File: src/rtl/op_result_encoder.sv
// ---------------------------------------------------------------------------
// op_result_encoder
//
// Return path of the decoded operation units. Each of the four op units
// (op0..op3) may hand over an 8-bit result at any time; the result is parked
// in a per-channel holding register. The holding registers are serialized
// onto a single VALID/READY output stream. CODE tells the consumer which op
// unit produced RESULT.
//
// Handshake: a result is transferred on every rising edge where VALID and
// READY are both high. While VALID is high and READY is low, VALID, CODE and
// RESULT are held stable and no new grant is made. A new grant may be made in
// the same cycle as a transfer, so the stream sustains one result per cycle.
//
// Parameters
//   WIDTH    data width of each op result and of RESULT
//   RR_MODE  1 = round-robin arbitration, 0 = fixed priority (op0 highest)
//
// Ports
//   CLK       in   rising-edge clock
//   RST       in   asynchronous, active-high reset
//   ENABLE    in   capture enable (draining continues while low)
//   REQ       in   per-channel capture request
//   R0..R3    in   results of op0..op3
//   BUSY      out  per-channel holding register occupied
//   VALID     out  RESULT/CODE valid
//   READY     in   downstream accept
//   CODE      out  index of the op that produced RESULT
//   RESULT    out  selected result
//   OVF       out  sticky: a request was dropped on a full channel
//   DONE_CNT  out  number of delivered results, wraps at 256
// ---------------------------------------------------------------------------
module op_result_encoder #(
    parameter int WIDTH   = 8,
    parameter bit RR_MODE = 1'b1
) (
    input  logic             CLK,
    input  logic             RST,
    input  logic             ENABLE,
    input  logic [3:0]       REQ,
    input  logic [WIDTH-1:0] R0,
    input  logic [WIDTH-1:0] R1,
    input  logic [WIDTH-1:0] R2,
    input  logic [WIDTH-1:0] R3,
    output logic [3:0]       BUSY,
    output logic             VALID,
    input  logic             READY,
    output logic [1:0]       CODE,
    output logic [WIDTH-1:0] RESULT,
    output logic             OVF,
    output logic [7:0]       DONE_CNT
);

    // Holding registers and output stage
    logic [WIDTH-1:0] data_q [4];
    logic [3:0]       pend_q, pend_d;
    logic [1:0]       ptr_q;
    logic             valid_q;
    logic [1:0]       code_q;
    logic [WIDTH-1:0] result_q;
    logic             ovf_q;
    logic [7:0]       done_q;

    // Arbitration / capture decode
    logic [WIDTH-1:0] r_in [4];
    logic             free;
    logic             gnt_any;
    logic [1:0]       gnt_idx;
    logic             found;
    logic [1:0]       idx;
    logic [3:0]       grant_vec;
    logic [3:0]       cap_req;
    logic [3:0]       accept;
    logic [3:0]       drop;

    always_comb begin
        r_in[0] = R0;
        r_in[1] = R1;
        r_in[2] = R2;
        r_in[3] = R3;
    end

    // The output register can take a new result when empty or draining now.
    assign free = ~valid_q | READY;

    always_comb begin
        found   = 1'b0;
        gnt_idx = 2'd0;
        idx     = 2'd0;
        if (RR_MODE) begin
            // Search starts just after the last winner; 2-bit add wraps mod 4.
            for (int k = 1; k <= 4; k++) begin
                idx = ptr_q + 2'(k);
                if (!found && pend_q[idx]) begin
                    found   = 1'b1;
                    gnt_idx = idx;
                end
            end
        end else begin
            for (int k = 0; k < 4; k++) begin
                if (!found && pend_q[k]) begin
                    found   = 1'b1;
                    gnt_idx = 2'(k);
                end
            end
        end
    end

    assign gnt_any   = free & found;
    assign grant_vec = gnt_any ? (4'b0001 << gnt_idx) : 4'b0000;

    // A full channel can still capture if its current entry leaves this cycle:
    // the old data goes out and the new data stays pending.
    assign cap_req = ENABLE ? REQ : 4'b0000;
    assign accept  = cap_req & (~pend_q | grant_vec);
    assign drop    = cap_req & ~accept;
    assign pend_d  = (pend_q & ~grant_vec) | accept;

    always_ff @(posedge CLK or posedge RST) begin
        if (RST) begin
            for (int i = 0; i < 4; i++) data_q[i] <= '0;
            pend_q   <= 4'b0000;
            ptr_q    <= 2'd3;
            valid_q  <= 1'b0;
            code_q   <= 2'd0;
            result_q <= '0;
            ovf_q    <= 1'b0;
            done_q   <= 8'd0;
        end else begin
            for (int i = 0; i < 4; i++) begin
                if (accept[i]) data_q[i] <= r_in[i];
            end
            pend_q <= pend_d;

            if (gnt_any) begin
                valid_q  <= 1'b1;
                code_q   <= gnt_idx;
                result_q <= data_q[gnt_idx];
                ptr_q    <= gnt_idx;
            end else if (READY) begin
                valid_q  <= 1'b0;
            end

            if (|drop) ovf_q <= 1'b1;

            if (valid_q && READY) done_q <= done_q + 8'd1;
        end
    end

    assign BUSY     = pend_q;
    assign VALID    = valid_q;
    assign CODE     = code_q;
    assign RESULT   = result_q;
    assign OVF      = ovf_q;
    assign DONE_CNT = done_q;

endmodule

File: config.mk
export PLATFORM = sky130hd
export DESIGN_NAME = op_result_encoder
export DESIGN_NICKNAME = d
export VERILOG_FILES = /design/src/rtl/op_result_encoder.sv
export SDC_FILE = /design/constraint.sdc
export NUM_CORES = 1
export LEC_CHECK = 0
export CORE_ASPECT_RATIO = 0.9
export CORE_MARGIN = 2
export CORE_UTILIZATION = 53
export CTS_CLUSTER_DIAMETER = 200
export DETAILED_ROUTE_END_ITERATION = 6
export PLACE_DENSITY = 0.84
export SYNTH_ARGS = -nofsm -noshare
export SYNTH_HDL_FRONTEND = slang
export SYNTH_SLANG_ARGS = --single-unit
File: constraint.sdc
create_clock -name CLK -period 4.8 [get_ports CLK]
set_input_delay 0.48 -clock CLK [delete_from_list [all_inputs] [get_ports CLK]]
set_output_delay 0.48 -clock CLK [all_outputs]
set_load 0.05 [all_outputs]
==> out/qor.txt <==
status - finished clean
IO Count - 64
mapped cell area - 2680 µm²
startpoint types - register
All-Layer GR Usage - 0.226
worst r2r path cells - 5
initial antenna violation count - 0
Fin. Hold Viols - 0
critical path type - register to output pin
CP Max Fanout - 15
Die Ht - 71.5 µm
CTS buffer count - 9
Design Area, Final - 3610 µm²
Residual DRC - 0
cell family with most CP delay - buffers and inverters
crit path cell chain - clkdlybuf4s50_1
fin nets - 337
critical path arrival - 1.85 ns
worst hold path startpoint - DONE_CNT[7]$_DFFE_PP0P_
Max Slew Vio Count - 0
Final GP Congestion - 0.820
DP HPWL - 3940 µm
final setup violation count - 0
total power - 2.73 mW
vias in the first global route - 2,079
R2R Setup Slk - 2.57 ns
fill count - 346
post-cts hold buffer count - 0
WHS Endpoint - DONE_CNT[7]$_DFFE_PP0P_
drt first pass iters - 5
period utilization - 0.485
CP bufs+invs - 1
Final Util - 0.741
Final min period - 2.33 ns
depth of the CTS H-tree - 3
initial core utilization - 0.551
# diodes - 0
Max Buffers Root-to-Sink - 2
Leak - 1.53 nW
max_cap viols - 0
commonest non-fill, non-tap cell in the layout - clkdlybuf4s50_1
clk_lat worst skew - 0.33 ns
Syn Nets - 271
unrepaired setup endpoints after global routing - false
yosys warns - 0
post-CTS setup buffer count - 0
CP max stage delay - 0.89 ns
DP Area - 3350 µm²
total number of vias - 2,054
Worst Clk Skew - 0.00767 ns
Vias/cell - 5.61
Clock Tree Root - clkbuf_8
Initial DRC Count - 104
WP data required - 4.32 ns
maximum vdd drop - 0.548 mV
Post-Route Setup TNS - 0 ns
HP Class - register to register
critical path's slowest cell - clkdlybuf4s50_1
CTS tree - done
Avg WL per Cell - 15.9 µm
Hold Path Stages - 1
row count - 24
Slew headroom - 0.407
layout cells sized above 1 - 0.203
largest net degree at the start of global routing - 59
CP endpoint kind - output pin
r2r startpoint - BUSY[3]$_DFF_PP0_
DIE AREA - 5640 µm²
Mapped Cells - 230
synthesized area per cell - 11.7 µm²
CTS Sinks - 58
DIE WIDTH - 79.0 µm
gr ovfl total - 0
Slew @ Worst Pin - 0.884 ns
Area Growth Syn to Fin - 34.5%
worst reg2reg path endpoint - data_q[28]$_DFFE_PP0P_
commonest non-fill, non-tap cells in the layout - 63 x clkdlybuf4s50_1, 56 x dfrtp_1, 33 x mux2_2
I/O Buffers - 63
CTS resizes - 0
global-route wire length before repair - 9670 µm
post-route ant nets - 0
core box area - 4860 µm²
sequential area share after synthesis - 0.542
Power per Cell Area - 758 nW/µm²
Max Freq - 429 MHz
CTS clock-pin slew for the worst setup and hold paths - 0.07 ns
Routed WL - 5800 µm
Netlist cell types - 37
Synth Register Bits - 58
-- power breakdown --
| group | switching, mW | leakage [nW] | internal [mW] |
|---|---|---|---|
| sequential | 0.223 | 0.675 | 0.733 |
| clock | 0.193 | 0.129 | 0.371 |
| combinational | 0.692 | 0.729 | 0.521 |
| total | 1.11 | 1.53 | 1.63 |
-- sequential cells by signal (all words and copies together) (netlist names) --
name / count
data_q: 32
DONE_CNT: 8
RESULT: 8
BUSY: 4
CODE: 2
ptr_q: 2
OVF: 1
VALID: 1
-- how the worst max path moves through the flow --
stage                            startpoint                     end  slack (ns)  cells after the start
after floorplan           BUSY[2]$_DFF_PP0_  data_q[24]$_DFFE_PP0P_        2.56                      7
after global placement                READY   data_q[5]$_DFFE_PP0P_        2.43                      6
after detailed placement              READY   data_q[7]$_DFFE_PP0P_        2.38                      6
after CTS                 BUSY[3]$_DFF_PP0_                 BUSY[3]        2.47                      1
after global routing      BUSY[3]$_DFF_PP0_                 BUSY[3]        2.38                      1
final                     BUSY[3]$_DFF_PP0_                 BUSY[3]        2.47                      1
-- synth_stat cells --
cell       number  area (µm²)
nand2b_1        3        18.8
or2_2           1        6.26
clkbuf_1        4        15.0
nand4_1         1        6.26
nand3_1         5        25.0
dfstp_2         2        52.6
xnor2_1         5        43.8
a21oi_4         1        16.3
o221a_2         1        11.3
a211oi_1        1        7.51
a21oi_2         2        17.5
a221oi_1        8        70.1
nand3_2         1        10.0
o21ai_0        16        80.1
nor2_1         19        71.3
inv_1           6        22.5
nor2b_1         3        18.8
o2bb2ai_1       1        8.76
dfrtp_1        56        1400
a22oi_1         2        15.0
a311o_1         1        10.0
buf_6           1        11.3
o211ai_1        2        15.0
mux2i_1         9        90.1
buf_4           1        7.51
buf_2           4        20.0
nor3_1          1        5.00
o21bai_1        2        15.0
ha_1            1        12.5
a21oi_1         3        15.0
xor2_1          2        17.5
nand2_1        18        67.6
nand3_4         1        17.5
and3b_1         1        8.76
a21o_1          3        22.5
mux2_2         33         372
o22ai_1         9        56.3
-- routing by layer --
metal,up-vias,part of all wire,wire (µm),GRT usage
met5,-,0,0,0
met3,16,0.055,318,0.0554
met4,0,0.028,163,0.126
li1,961,-,-,-
met2,78,0.49,2870,0.351
met1,999,0.42,2460,0.294
-- final cells by class --
| cell class | instances | area [µm²] | share of cell area |
|---|---|---|---|
| Timing Repair Buffer | 65 | 646 | 0.179 |
| Tap cell | 65 | 81.3 | 0.0226 |
| Clock inverter | 5 | 100 | 0.0278 |
| Inverter | 6 | 22.5 | 0.00625 |
| Sequential cell | 58 | 1450 | 0.403 |
| Multi-Input combinational cell | 156 | 1150 | 0.319 |
| Clock buffer | 11 | 151 | 0.0420 |
-- stage by stage --
stage	setup WS, ns	cells	hold WS, ns
after floorplan	2.56	230	0.479
after global placement	2.43	350	0.463
after detailed placement	2.38	350	0.467
after CTS	2.47	366	0.480
after global routing	2.38	366	0.524
final	2.47	366	0.476
-- kinds of logic after synthesis --
group,after synthesis,share of synthesized area
buf+inv,16,0.0285
xor+xnor,7,0.0229
simple gates,54,0.0952
fa+ha+maj,1,0.00467
flops,58,0.542
mux,42,0.172
compound gates,52,0.134
Note: power is estimated with default switching activity, not from simulation.
